$ cat src/rtl/i2c_state_pkg.sv
// rtl/i2c_state_pkg.sv - shared states and constants for the I2C subordinate controller
// One-hot state encoding, bit indices and reserved I2C address patterns.
package i2c_state_pkg;

  localparam int ST_IDLE      = 0;
  localparam int ST_ADDR1     = 1;
  localparam int ST_ACK_A1    = 2;
  localparam int ST_ADDR2     = 3;
  localparam int ST_ACK_A2    = 4;
  localparam int ST_RX        = 5;
  localparam int ST_ACK_RX    = 6;
  localparam int ST_TX        = 7;
  localparam int ST_MACK      = 8;
  localparam int ST_WAIT_STOP = 9;

  typedef enum logic [9:0] {
    S_IDLE      = 10'b1 << ST_IDLE,
    S_ADDR1     = 10'b1 << ST_ADDR1,
    S_ACK_A1    = 10'b1 << ST_ACK_A1,
    S_ADDR2     = 10'b1 << ST_ADDR2,
    S_ACK_A2    = 10'b1 << ST_ACK_A2,
    S_RX        = 10'b1 << ST_RX,
    S_ACK_RX    = 10'b1 << ST_ACK_RX,
    S_TX        = 10'b1 << ST_TX,
    S_MACK      = 10'b1 << ST_MACK,
    S_WAIT_STOP = 10'b1 << ST_WAIT_STOP
  } sub_ctrl_state_t;

  localparam logic [7:0] GCALL_ADDR  = 8'h00;
  localparam logic [4:0] TEN_BIT_HDR = 5'b11110;

endpackage

$ cat src/rtl/i2c_addr_match.sv
// rtl/i2c_addr_match.sv - combinational own-address slot comparator
// General call takes precedence; otherwise the lowest matching slot wins.
module i2c_addr_match
  import i2c_state_pkg::*;
#(
  parameter int NUM_ADDR   = 2,
  parameter int TEN_BIT_EN = 1,
  parameter int GCALL_EN   = 1,
  parameter int MW         = 2
) (
  input  logic [7:0]             addr_byte,
  input  logic [NUM_ADDR*10-1:0] own_addr,
  input  logic [NUM_ADDR-1:0]    addr_10b,
  output logic                   hit,
  output logic [MW-1:0]          idx,
  output logic                   is10,
  output logic                   gcall
);

  always_comb begin
    hit   = 1'b0;
    idx   = '1;
    is10  = 1'b0;
    gcall = 1'b0;
    if (GCALL_EN != 0 && addr_byte == GCALL_ADDR) begin
      hit   = 1'b1;
      gcall = 1'b1;
    end else begin
      // Descending scan so the lowest matching slot overwrites the others.
      for (int i = NUM_ADDR - 1; i >= 0; i--) begin
        if (TEN_BIT_EN != 0 && addr_10b[i]) begin
          if (addr_byte[7:3] == TEN_BIT_HDR && addr_byte[2:1] == own_addr[10*i+8 +: 2]) begin
            hit  = 1'b1;
            idx  = i[MW-1:0];
            is10 = 1'b1;
          end
        end else if (addr_byte[7:1] == own_addr[10*i +: 7]) begin
          hit  = 1'b1;
          idx  = i[MW-1:0];
          is10 = 1'b0;
        end
      end
    end
  end

endmodule

$ cat src/rtl/i2c_sub_ctrl_multi.sv
// rtl/i2c_sub_ctrl_multi.sv - multi-address I2C subordinate protocol FSM
// Runs on the system clock from SCL edge strobes; all outputs are registered.
module i2c_sub_ctrl_multi
  import i2c_state_pkg::*;
#(
  parameter int NUM_ADDR    = 2,
  parameter int TEN_BIT_EN  = 1,
  parameter int GCALL_EN    = 1,
  parameter int STRETCH_MAX = 1023
) (
  input  logic                        clk,
  input  logic                        rst_n,
  input  logic                        enable,
  input  logic                        scl_rise,
  input  logic                        scl_fall,
  input  logic                        sda_in,
  input  logic                        start_det,
  input  logic                        stop_det,
  input  logic [NUM_ADDR*10-1:0]      own_addr,
  input  logic [NUM_ADDR-1:0]         addr_10b,
  input  logic                        hold_req,
  input  logic                        nack_req,
  input  logic [7:0]                  tx_byte,
  input  logic                        tx_valid,
  output logic                        tx_ready,
  output logic [7:0]                  rx_byte,
  output logic                        rx_valid,
  output logic                        sda_low,
  output logic                        scl_low,
  output logic [$clog2(NUM_ADDR):0]   match_idx,
  output logic                        busy,
  output logic                        timeout_err,
  output logic [9:0]                  state_onehot
);

  localparam int MW = $clog2(NUM_ADDR) + 1;
  localparam logic [9:0] SMAX = 10'(STRETCH_MAX);

  sub_ctrl_state_t state, state_nxt;
  logic [7:0]  shift, shift_nxt, rx_shift, slot_lo, rx_byte_nxt;
  logic [3:0]  bit_cnt, bit_cnt_nxt;
  logic [9:0]  stretch_cnt, stretch_nxt;
  logic [MW-1:0] m_idx, m_idx_nxt, armed_idx, armed_idx_nxt, match_idx_nxt, am_idx;
  logic armed10, armed10_nxt, m_is10, m_is10_nxt, rw, rw_nxt, nack, nack_nxt;
  logic in_slot, in_slot_nxt, tx_pend, tx_pend_nxt, slot_nack, tx_start;
  logic sda_low_nxt, scl_low_nxt, rx_valid_nxt, tx_ready_nxt, timeout_nxt, busy_nxt;
  logic am_hit, am_is10, am_gcall;

  assign rx_shift     = {shift[6:0], sda_in};
  assign state_onehot = state;

  i2c_addr_match #(
    .NUM_ADDR  (NUM_ADDR),
    .TEN_BIT_EN(TEN_BIT_EN),
    .GCALL_EN  (GCALL_EN),
    .MW        (MW)
  ) u_addr_match (
    .addr_byte(rx_shift),
    .own_addr (own_addr),
    .addr_10b (addr_10b),
    .hit      (am_hit),
    .idx      (am_idx),
    .is10     (am_is10),
    .gcall    (am_gcall)
  );

  // Low byte of the slot matched by the 10-bit header, compared in ADDR2.
  always_comb begin
    slot_lo = '0;
    for (int i = 0; i < NUM_ADDR; i++)
      if (m_idx == i[MW-1:0]) slot_lo = own_addr[10*i +: 8];
  end

  always_ff @(posedge clk or negedge rst_n) begin
    if (!rst_n) begin
      state <= S_IDLE;       shift <= '0;       bit_cnt <= '0;
      stretch_cnt <= '0;     m_idx <= '0;       armed_idx <= '0;
      armed10 <= 1'b0;       m_is10 <= 1'b0;    rw <= 1'b0;
      nack <= 1'b0;          in_slot <= 1'b0;   tx_pend <= 1'b0;
      sda_low <= 1'b0;       scl_low <= 1'b0;   rx_byte <= '0;
      rx_valid <= 1'b0;      tx_ready <= 1'b0;  timeout_err <= 1'b0;
      busy <= 1'b0;          match_idx <= '1;
    end else begin
      state <= state_nxt;    shift <= shift_nxt;  bit_cnt <= bit_cnt_nxt;
      stretch_cnt <= stretch_nxt; m_idx <= m_idx_nxt; armed_idx <= armed_idx_nxt;
      armed10 <= armed10_nxt; m_is10 <= m_is10_nxt; rw <= rw_nxt;
      nack <= nack_nxt;      in_slot <= in_slot_nxt; tx_pend <= tx_pend_nxt;
      sda_low <= sda_low_nxt; scl_low <= scl_low_nxt; rx_byte <= rx_byte_nxt;
      rx_valid <= rx_valid_nxt; tx_ready <= tx_ready_nxt; timeout_err <= timeout_nxt;
      busy <= busy_nxt;      match_idx <= match_idx_nxt;
    end
  end

  always_comb begin
    state_nxt = state;       shift_nxt = shift;     bit_cnt_nxt = bit_cnt;
    m_idx_nxt = m_idx;       armed_idx_nxt = armed_idx; armed10_nxt = armed10;
    m_is10_nxt = m_is10;     rw_nxt = rw;           nack_nxt = nack;
    in_slot_nxt = in_slot;   tx_pend_nxt = tx_pend; sda_low_nxt = sda_low;
    scl_low_nxt = scl_low;   rx_byte_nxt = rx_byte; match_idx_nxt = match_idx;
    rx_valid_nxt = 1'b0;     tx_ready_nxt = 1'b0;   timeout_nxt = 1'b0;
    stretch_nxt = scl_low ? stretch_cnt + 10'd1 : 10'd0;
    slot_nack = nack || (state == S_ACK_RX && nack_req);
    tx_start = 1'b0;

    if (!enable) begin
      state_nxt = S_IDLE; sda_low_nxt = 1'b0; scl_low_nxt = 1'b0; armed10_nxt = 1'b0;
    end else if (start_det) begin
      state_nxt = S_ADDR1; bit_cnt_nxt = '0; sda_low_nxt = 1'b0; scl_low_nxt = 1'b0;
    end else if (stop_det) begin
      state_nxt = S_IDLE; sda_low_nxt = 1'b0; scl_low_nxt = 1'b0; armed10_nxt = 1'b0;
    end else if (scl_low && (stretch_cnt + 10'd1 == SMAX)) begin
      state_nxt = S_IDLE; sda_low_nxt = 1'b0; scl_low_nxt = 1'b0; timeout_nxt = 1'b1;
    end else begin
      unique case (state)
        S_ADDR1, S_ADDR2, S_RX: if (scl_rise) begin
          shift_nxt   = rx_shift;
          bit_cnt_nxt = bit_cnt + 4'd1;
          if (bit_cnt == 4'd7) begin
            in_slot_nxt = 1'b0;
            nack_nxt    = 1'b0;
            if (state == S_RX) begin
              rx_byte_nxt = rx_shift; rx_valid_nxt = 1'b1; state_nxt = S_ACK_RX;
            end else if (state == S_ADDR2) begin
              if (rx_shift == slot_lo) begin
                state_nxt = S_ACK_A2; armed10_nxt = 1'b1; armed_idx_nxt = m_idx;
              end else state_nxt = S_WAIT_STOP;
            end else if (am_hit) begin
              state_nxt = S_ACK_A1; m_idx_nxt = am_idx; m_is10_nxt = am_is10;
              rw_nxt = rx_shift[0];
              match_idx_nxt = am_gcall ? '1 : am_idx;
              // A 10-bit read is only honoured after that slot was armed by a write.
              nack_nxt = am_is10 && rx_shift[0] && !(armed10 && armed_idx == am_idx);
            end else state_nxt = S_WAIT_STOP;
          end
        end
        S_ACK_A1, S_ACK_A2, S_ACK_RX: begin
          if (scl_low) begin
            if (!hold_req) scl_low_nxt = 1'b0;
          end else if (scl_fall) begin
            if (!in_slot) begin
              in_slot_nxt = 1'b1; nack_nxt = slot_nack;
              sda_low_nxt = !slot_nack; scl_low_nxt = hold_req;
            end else begin
              in_slot_nxt = 1'b0; sda_low_nxt = 1'b0; bit_cnt_nxt = '0;
              if (nack) state_nxt = S_WAIT_STOP;
              else if (state == S_ACK_A1 && m_is10 && !rw) state_nxt = S_ADDR2;
              else if (state == S_ACK_A1 && rw) tx_start = 1'b1;
              else state_nxt = S_RX;
            end
          end
        end
        S_TX: begin
          if (scl_low) begin
            if (tx_valid) tx_start = 1'b1;
          end else if (scl_fall) begin
            if (tx_pend) tx_start = 1'b1;
            else if (bit_cnt == 4'd7) begin
              sda_low_nxt = 1'b0; state_nxt = S_MACK;
            end else begin
              shift_nxt = {shift[6:0], 1'b0}; bit_cnt_nxt = bit_cnt + 4'd1;
              sda_low_nxt = ~shift[6];
            end
          end
        end
        S_MACK: if (scl_rise) begin
          if (!sda_in) begin state_nxt = S_TX; tx_pend_nxt = 1'b1; end
          else state_nxt = S_WAIT_STOP;
        end
        default: ;
      endcase

      // Byte start for transmit: load now, or hold SCL until the core has data.
      if (tx_start) begin
        state_nxt = S_TX; bit_cnt_nxt = '0; tx_pend_nxt = 1'b0;
        if (tx_valid) begin
          shift_nxt = tx_byte; sda_low_nxt = ~tx_byte[7];
          tx_ready_nxt = 1'b1; scl_low_nxt = 1'b0;
        end else begin
          sda_low_nxt = 1'b0; scl_low_nxt = 1'b1;
        end
      end
    end
    busy_nxt = (state_nxt != S_IDLE);
  end

endmodule

$ cat config.mk
export PLATFORM = sky130hd
export DESIGN_NAME = i2c_sub_ctrl_multi
export DESIGN_NICKNAME = d
export VERILOG_FILES = /design/src/rtl/i2c_state_pkg.sv /design/src/rtl/i2c_addr_match.sv /design/src/rtl/i2c_sub_ctrl_multi.sv
export SDC_FILE = /design/constraint.sdc
export NUM_CORES = 1
export LEC_CHECK = 0
export ABC_CLOCK_PERIOD_IN_PS = 4900
export CORE_ASPECT_RATIO = 0.75
export CORE_MARGIN = 3
export CORE_UTILIZATION = 42
export CTS_CLUSTER_SIZE = 10
export DETAILED_ROUTE_END_ITERATION = 6
export GPL_TIMING_DRIVEN = 1
export PLACE_DENSITY = 0.66
export SYNTH_ARGS = -nofsm -noshare
export SYNTH_HDL_FRONTEND = slang
export SYNTH_HIERARCHICAL = 1
export SYNTH_SLANG_ARGS = --single-unit
$ cat constraint.sdc
create_clock -name clk -period 4.9 [get_ports clk]
set_input_delay 0.98 -clock clk [delete_from_list [all_inputs] [get_ports clk]]
set_output_delay 0.98 -clock clk [all_outputs]
set_load 0.01 [all_outputs]
# After elaboration in Yosys (flattened, before gate mapping)
# Index checks and enable logic that the tools add are counted.
[totals] regBits=58 out_inout_bits=26 elab_cells=266
[classes] n_addsub=2 n_eq_ne=50 n_mux=155 bitwise=7 reduce_logical=32
[ops] cell="10-bit two-way mux" count=24
[ops] cell="1-bit two-way mux" count=95
[ops] cell="8-bit two-way mux" count=9
[ops] cell="4-bit two-way mux" count=12
[ops] cell="10-bit one-hot mux with 4 select lines" count=1
[ops] cell="7-bit != test (second input constant)" count=5
[ops] cell="4-bit != test (second input constant)" count=8
[ops] cell="10-bit AND reduction" count=3
[ops] cell="2-bit two-way mux" count=8
[ops] cell="2-bit != test (second input constant)" count=8
[ops] cell="8-bit one-hot mux with 2 select lines" count=1
[ops] cell="8-bit AND reduction" count=2
[ops] cell="3-bit by 1-bit != test with 1-bit output (second input constant)" count=5
[ops] cell="7-bit equality test" count=2
[ops] cell="4-bit one-hot mux with 3 select lines" count=1
[ops] cell="12-bit AND reduction" count=1
[ops] cell="10-bit by 1-bit adder with 10-bit output (second input constant)" count=1
[ops] cell="10-bit equality test (second input constant)" count=1
[ops] cell="10-bit by 2-bit equality test with 1-bit output (second input constant)" count=1
[ops] cell="10-bit by 3-bit equality test with 1-bit output (second input constant)" count=1
[ops] cell="10-bit by 4-bit equality test with 1-bit output (second input constant)" count=1
[ops] cell="10-bit by 5-bit equality test with 1-bit output (second input constant)" count=1
[ops] cell="10-bit by 6-bit equality test with 1-bit output (second input constant)" count=1
[ops] cell="10-bit by 7-bit equality test with 1-bit output (second input constant)" count=1
[ops] cell="27 further kinds" count=53

# Logic depth before layout (Yosys ltp)
[depth] depth_word=19 ltp_mapped=11

# By module
# Netlist, hierarchy kept.
[modules_own_cells] mod="i2c_sub_ctrl_multi" instances=1 cells_each=373 area_per_inst_um2=3410.8 seq_area_each_um2=1430.1
[modules_own_cells] mod="i2c_addr_match" instances=1 cells_each=41 area_per_inst_um2=315.3 seq_area_each_um2=0.0

# Worst setup path before layout
# No wires, ideal clock.
[synth_path] path_type="in2reg" startpoint="input scl_rise" endpoint="register busy" setup_time_ns=0.138 t_arrival_ns=2.878 required_time_ns=4.762 slack_ns=1.883 path_stages=9 path_cell_list="clkbuf_1 nor4b_1 nor4b_1 o22a_1 o211ai_1 a211oi_1 nor2_1 nand3b_1 or4_1"
[synth_between] elab_chain_cells=8 word_cells_on_any_way=9 classes_between="1 x eq/ne; 8 x mux"
[synth_rtl] element="from (decl)" line="i2c_sub_ctrl_multi.sv:14" source="input logic scl_rise,"
[synth_rtl] element="10-bit two-way mux, on equally long branches" line="i2c_sub_ctrl_multi.sv:165, i2c_sub_ctrl_multi.sv:115"
[synth_rtl] element="10-bit one-hot mux with 4 select lines *" line="i2c_sub_ctrl_multi.sv:114" source="unique case (state)"
[synth_rtl] element="10-bit two-way mux *" line="i2c_sub_ctrl_multi.sv:173" source="if (tx_start) begin"
[synth_rtl] element="10-bit two-way mux *" line="i2c_sub_ctrl_multi.sv:111" source="end else if (scl_low && (stretch_cnt + 10'd1 == SMAX)) begin"
[synth_rtl] element="10-bit two-way mux *" line="i2c_sub_ctrl_multi.sv:109" source="end else if (stop_det) begin"
[synth_rtl] element="10-bit two-way mux *" line="i2c_sub_ctrl_multi.sv:107" source="end else if (start_det) begin"
[synth_rtl] element="10-bit two-way mux *" line="i2c_sub_ctrl_multi.sv:105" source="if (!enable) begin"
[synth_rtl] element="via state_nxt[7]" line="i2c_sub_ctrl_multi.sv:39" source="sub_ctrl_state_t state, state_nxt;"
[synth_rtl] element="10-bit by 1-bit != test with 1-bit output *" line="i2c_sub_ctrl_multi.sv:183" source="busy_nxt = (state_nxt != S_IDLE);"
[synth_rtl] element="via busy_nxt" line="i2c_sub_ctrl_multi.sv:46" source="logic sda_low_nxt, scl_low_nxt, rx_valid_nxt, tx_ready_nxt, timeout_nxt, busy_nxt;"
[synth_rtl] element="to (signal assigned)" line="i2c_sub_ctrl_multi.sv:90" source="busy <= busy_nxt; match_idx <= match_idx_nxt;"
[synth_rtl] element="to (decl)" line="i2c_sub_ctrl_multi.sv:31" source="output logic busy,"
# The timed path passes the listed nets; every way through them passes the cells marked *.
# A chain may end at the register's enable or synchronous reset.

# Worst setup path in the final report
# Same ends and word-level chain as after synthesis.

==> results.yml <==
timing:
  finClkSkew_ns: 0.00709
  rsz0062_at_grt: "false"
  tightest_slew_ns: 0.807
  fin_crit_sh_pct: 70.0
  fmax_mhz: 292
  hold_violations: 0
  setup_ws_ns: 1.47
  final.min_clock_period_ns: 3.43
  setup_tns_ns: 0
  setup_viol: 0
  slew_violations: 0
  slew_headroom_pct: 45.8
yosys:
  syn_area_um2: 3730
  yosys_warnings: 6
  syn_avg_cell_area_um2: 9.00
  postSynthCellCount: 414
  synth-seq-cells: 57
  synth_flop_cell: "dfrtp_1"
  synth_nets: 458
  seq_area_frac_synth_pct: 38.4
  synth-edff-count: 0
  synth_cell_types: 66
  synthArstFlopShare_pct: 100
flow_run:
  drv_cap: 0
run_status:
  outcome: "finished, final reports clean"
global_routing:
  antenna_found_initial: 0
  grt_max_degree: 58
  grt_pass1_wl_mm: 17.7
  grt_pass1_vias: 3397
  grt_usage_pct: 22.4
  grt_remaining_overflow: 0
clock_network:
  postCtsHoldBufs: 0
  htree_levels: 3
  cts_tree: "yes"
  cts.root.buffer_cell: "clkbuf_16"
  cts_buffer_depth: 2
  cts.clk_slew.worst_paths_ns: 0.05
  cts_sinks: 57
  cts_setup_buffers: 0
  cts_resized: 0
  cts_made_buffers: 9
  clock_latency_ns: 0.33
pwr:
  power.density_nw_per_um2: 281
  vdd_drop_max_mv: 0.208
  leakage_nw: 1.97
worst_setup_path:
  start_kind: "input port"
  crit_path_frequent_cell: "nor4b_1"
  max_stage_delay_ns: 0.69
  worstPathRequired_ns: 5.10
  critPathArrivalTime_ns: 3.63
  crit_path_max_fanout: 10
  critPathCaptureType: "flop"
  worstSetupPathType: "in -> reg"
  path_cells: "clkdlybuf4s50_1 -> nor4b_1 -> nor4b_1 -> o22a_1 -> o211ai_1 -> a211oi_1 -> nor2_1 -> nand3b_1 -> or4_1"
  slowest_stage: "clkdlybuf4s50_1"
detailed_routing:
  drc: 0
  vias: 3489
  vias_per_cell: 5.94
  drt-total-wl_mm: 10.8
  antenna_left: 0
  first_pass_iters: 6
  drt_iter0_drc: 379
  post_drt_wl_per_cell_um: 18.4
place:
  pre_cts_slack_ns: 1.19
  port-buffer-count: 66
  place.gp.congestion: 0.955
  hpwl_mm: 7.93
hold_path:
  hold_class: "reg -> reg"
floorplanning:
  initial_core_util_pct: 43.7
  core_area_um2: 8530
  die-area_um2: 10000
  die_w_um: 115
  ioPinCount: 67
  die_h_um: 87.6
  num_rows: 29
final_layout:
  drive_gt1_share_pct: 10.4
  antenna_cells: 0
  nets: 518
  syn2layout_area_growth_pct: 27.3
[Yosys cell counts, drive strengths merged (10+ instances only)]
cell | count | area [um^2]
dfrtp | 54 | 1350
nand2 | 43 | 178
nor2 | 35 | 131
a21oi | 27 | 135
o21ai | 19 | 95.1
xnor2 | 19 | 174
xor2 | 16 | 140
nand3 | 14 | 75.1
nor3 | 14 | 81.3
and2 | 13 | 83.8
mux2 | 12 | 135
nand4 | 11 | 68.8
clkbuf | 10 | 37.5
[metal layers]
layer | global-route usage [%] | vias up | wire length, um
met5 | 0 | - | 0
met4 | 6.40 | 0 | 164
met3 | 4.83 | 25 | 960
met2 | 33.5 | 166 | 4680
met1 | 32.8 | 1672 | 5020
li1 | - | 1626 | -
[path summary, 6_finish.rpt]
path	slack, ns	cells after the start	startpoint	to
setup / recovery	1.47	9	scl_rise	busy
hold / removal	0.47	2	m_is10	m_is10
setup reg to reg	1.65	8	stretch_cnt[0]	rx_byte[6]
hold reg to reg	0.47	2	m_is10	m_is10
max in group asynchronous	3.62	2	rst_n	rx_byte[3]
min in group asynchronous	0.79	2	rst_n	rx_valid
[stage by stage]
| stage | area, um^2 | power (mW) | cells | utilization, % | hold WS [ns] |
|---|---|---|---|---|---|
| after global placement | 4430 | 0.696 | 571 | 52.0 | 0.463 |
| final | 4740 | 1.33 | 587 | 55.6 | 0.471 |
| after CTS | 4740 | 1.34 | 587 | 55.6 | 0.483 |
| after detailed placement | 4430 | 0.698 | 571 | 52.0 | 0.472 |
| after global routing | 4740 | 1.39 | 587 | 55.6 | 0.503 |
| after floorplan | 3730 | 0.623 | 414 | - | 0.438 |
[cells by family (layout without fill, tap and decap cells)]
family	count (synthesis)	in the layout	synth area share, %
buffers and inverters	28	93	3.53
AND/OR/NAND/NOR	182	182	27.5
multiplexers	20	20	5.78
AO/OA/AOI/OAI	89	89	15.3
flip-flops	57	57	38.4
XOR/XNOR	35	35	8.43
adder cells (fa/ha/maj)	3	3	1.01
[cell type report]
cell class	count	area, um^2
clock buffers	12	256
clock inverters	4	51.3
fillers	774	3780
inverters	9	33.8
multi-input cells	329	2160
flip-flops and latches	57	1430
well taps	108	135
repair buffers	68	671
[critical path: cells and delay by family]
| family | cells | cell delay (ns) |
|---|---|---|
| buf+inv | 1 | 0.69 |
| simple gates | 5 | 1.20 |
| compound gates | 3 | 0.76 |
[registers in the layout (all words and copies together), names as in the netlist, 2 cells and up]
register / flops
stretch_cnt: 10
match_idx: 2
armed_idx: 2
shift: 7
m_idx: 2
state_onehot: 10
bit_cnt: 4
rx_byte: 8
[layout by cell type, fill, tap and decap left out, types with 11 or more instances in the layout]
cell type / Yosys / layout
nand3_1: 13 / 13
xor2_1: 16 / 16
nand4_1: 11 / 11
clkdlybuf4s50_1: 0 / 65
xnor2_1: 18 / 18
nor2_1: 35 / 35
a21oi_1: 27 / 27
mux2_2: 12 / 12
and2_1: 11 / 11
nor3_1: 13 / 13
o21ai_0: 17 / 17
dfrtp_1: 54 / 54
nand2_1: 42 / 42
[where the power goes]
part	internal (mW)	leakage, nW	total, mW	switching, mW
clock	0.421	0.149	0.638	0.218
combinational	0.0865	1.05	0.164	0.0777
sequential	0.486	0.773	0.529	0.0432
total	0.993	1.97	1.33	0.338
No activity file was read; power rests on OpenSTA's default activity.
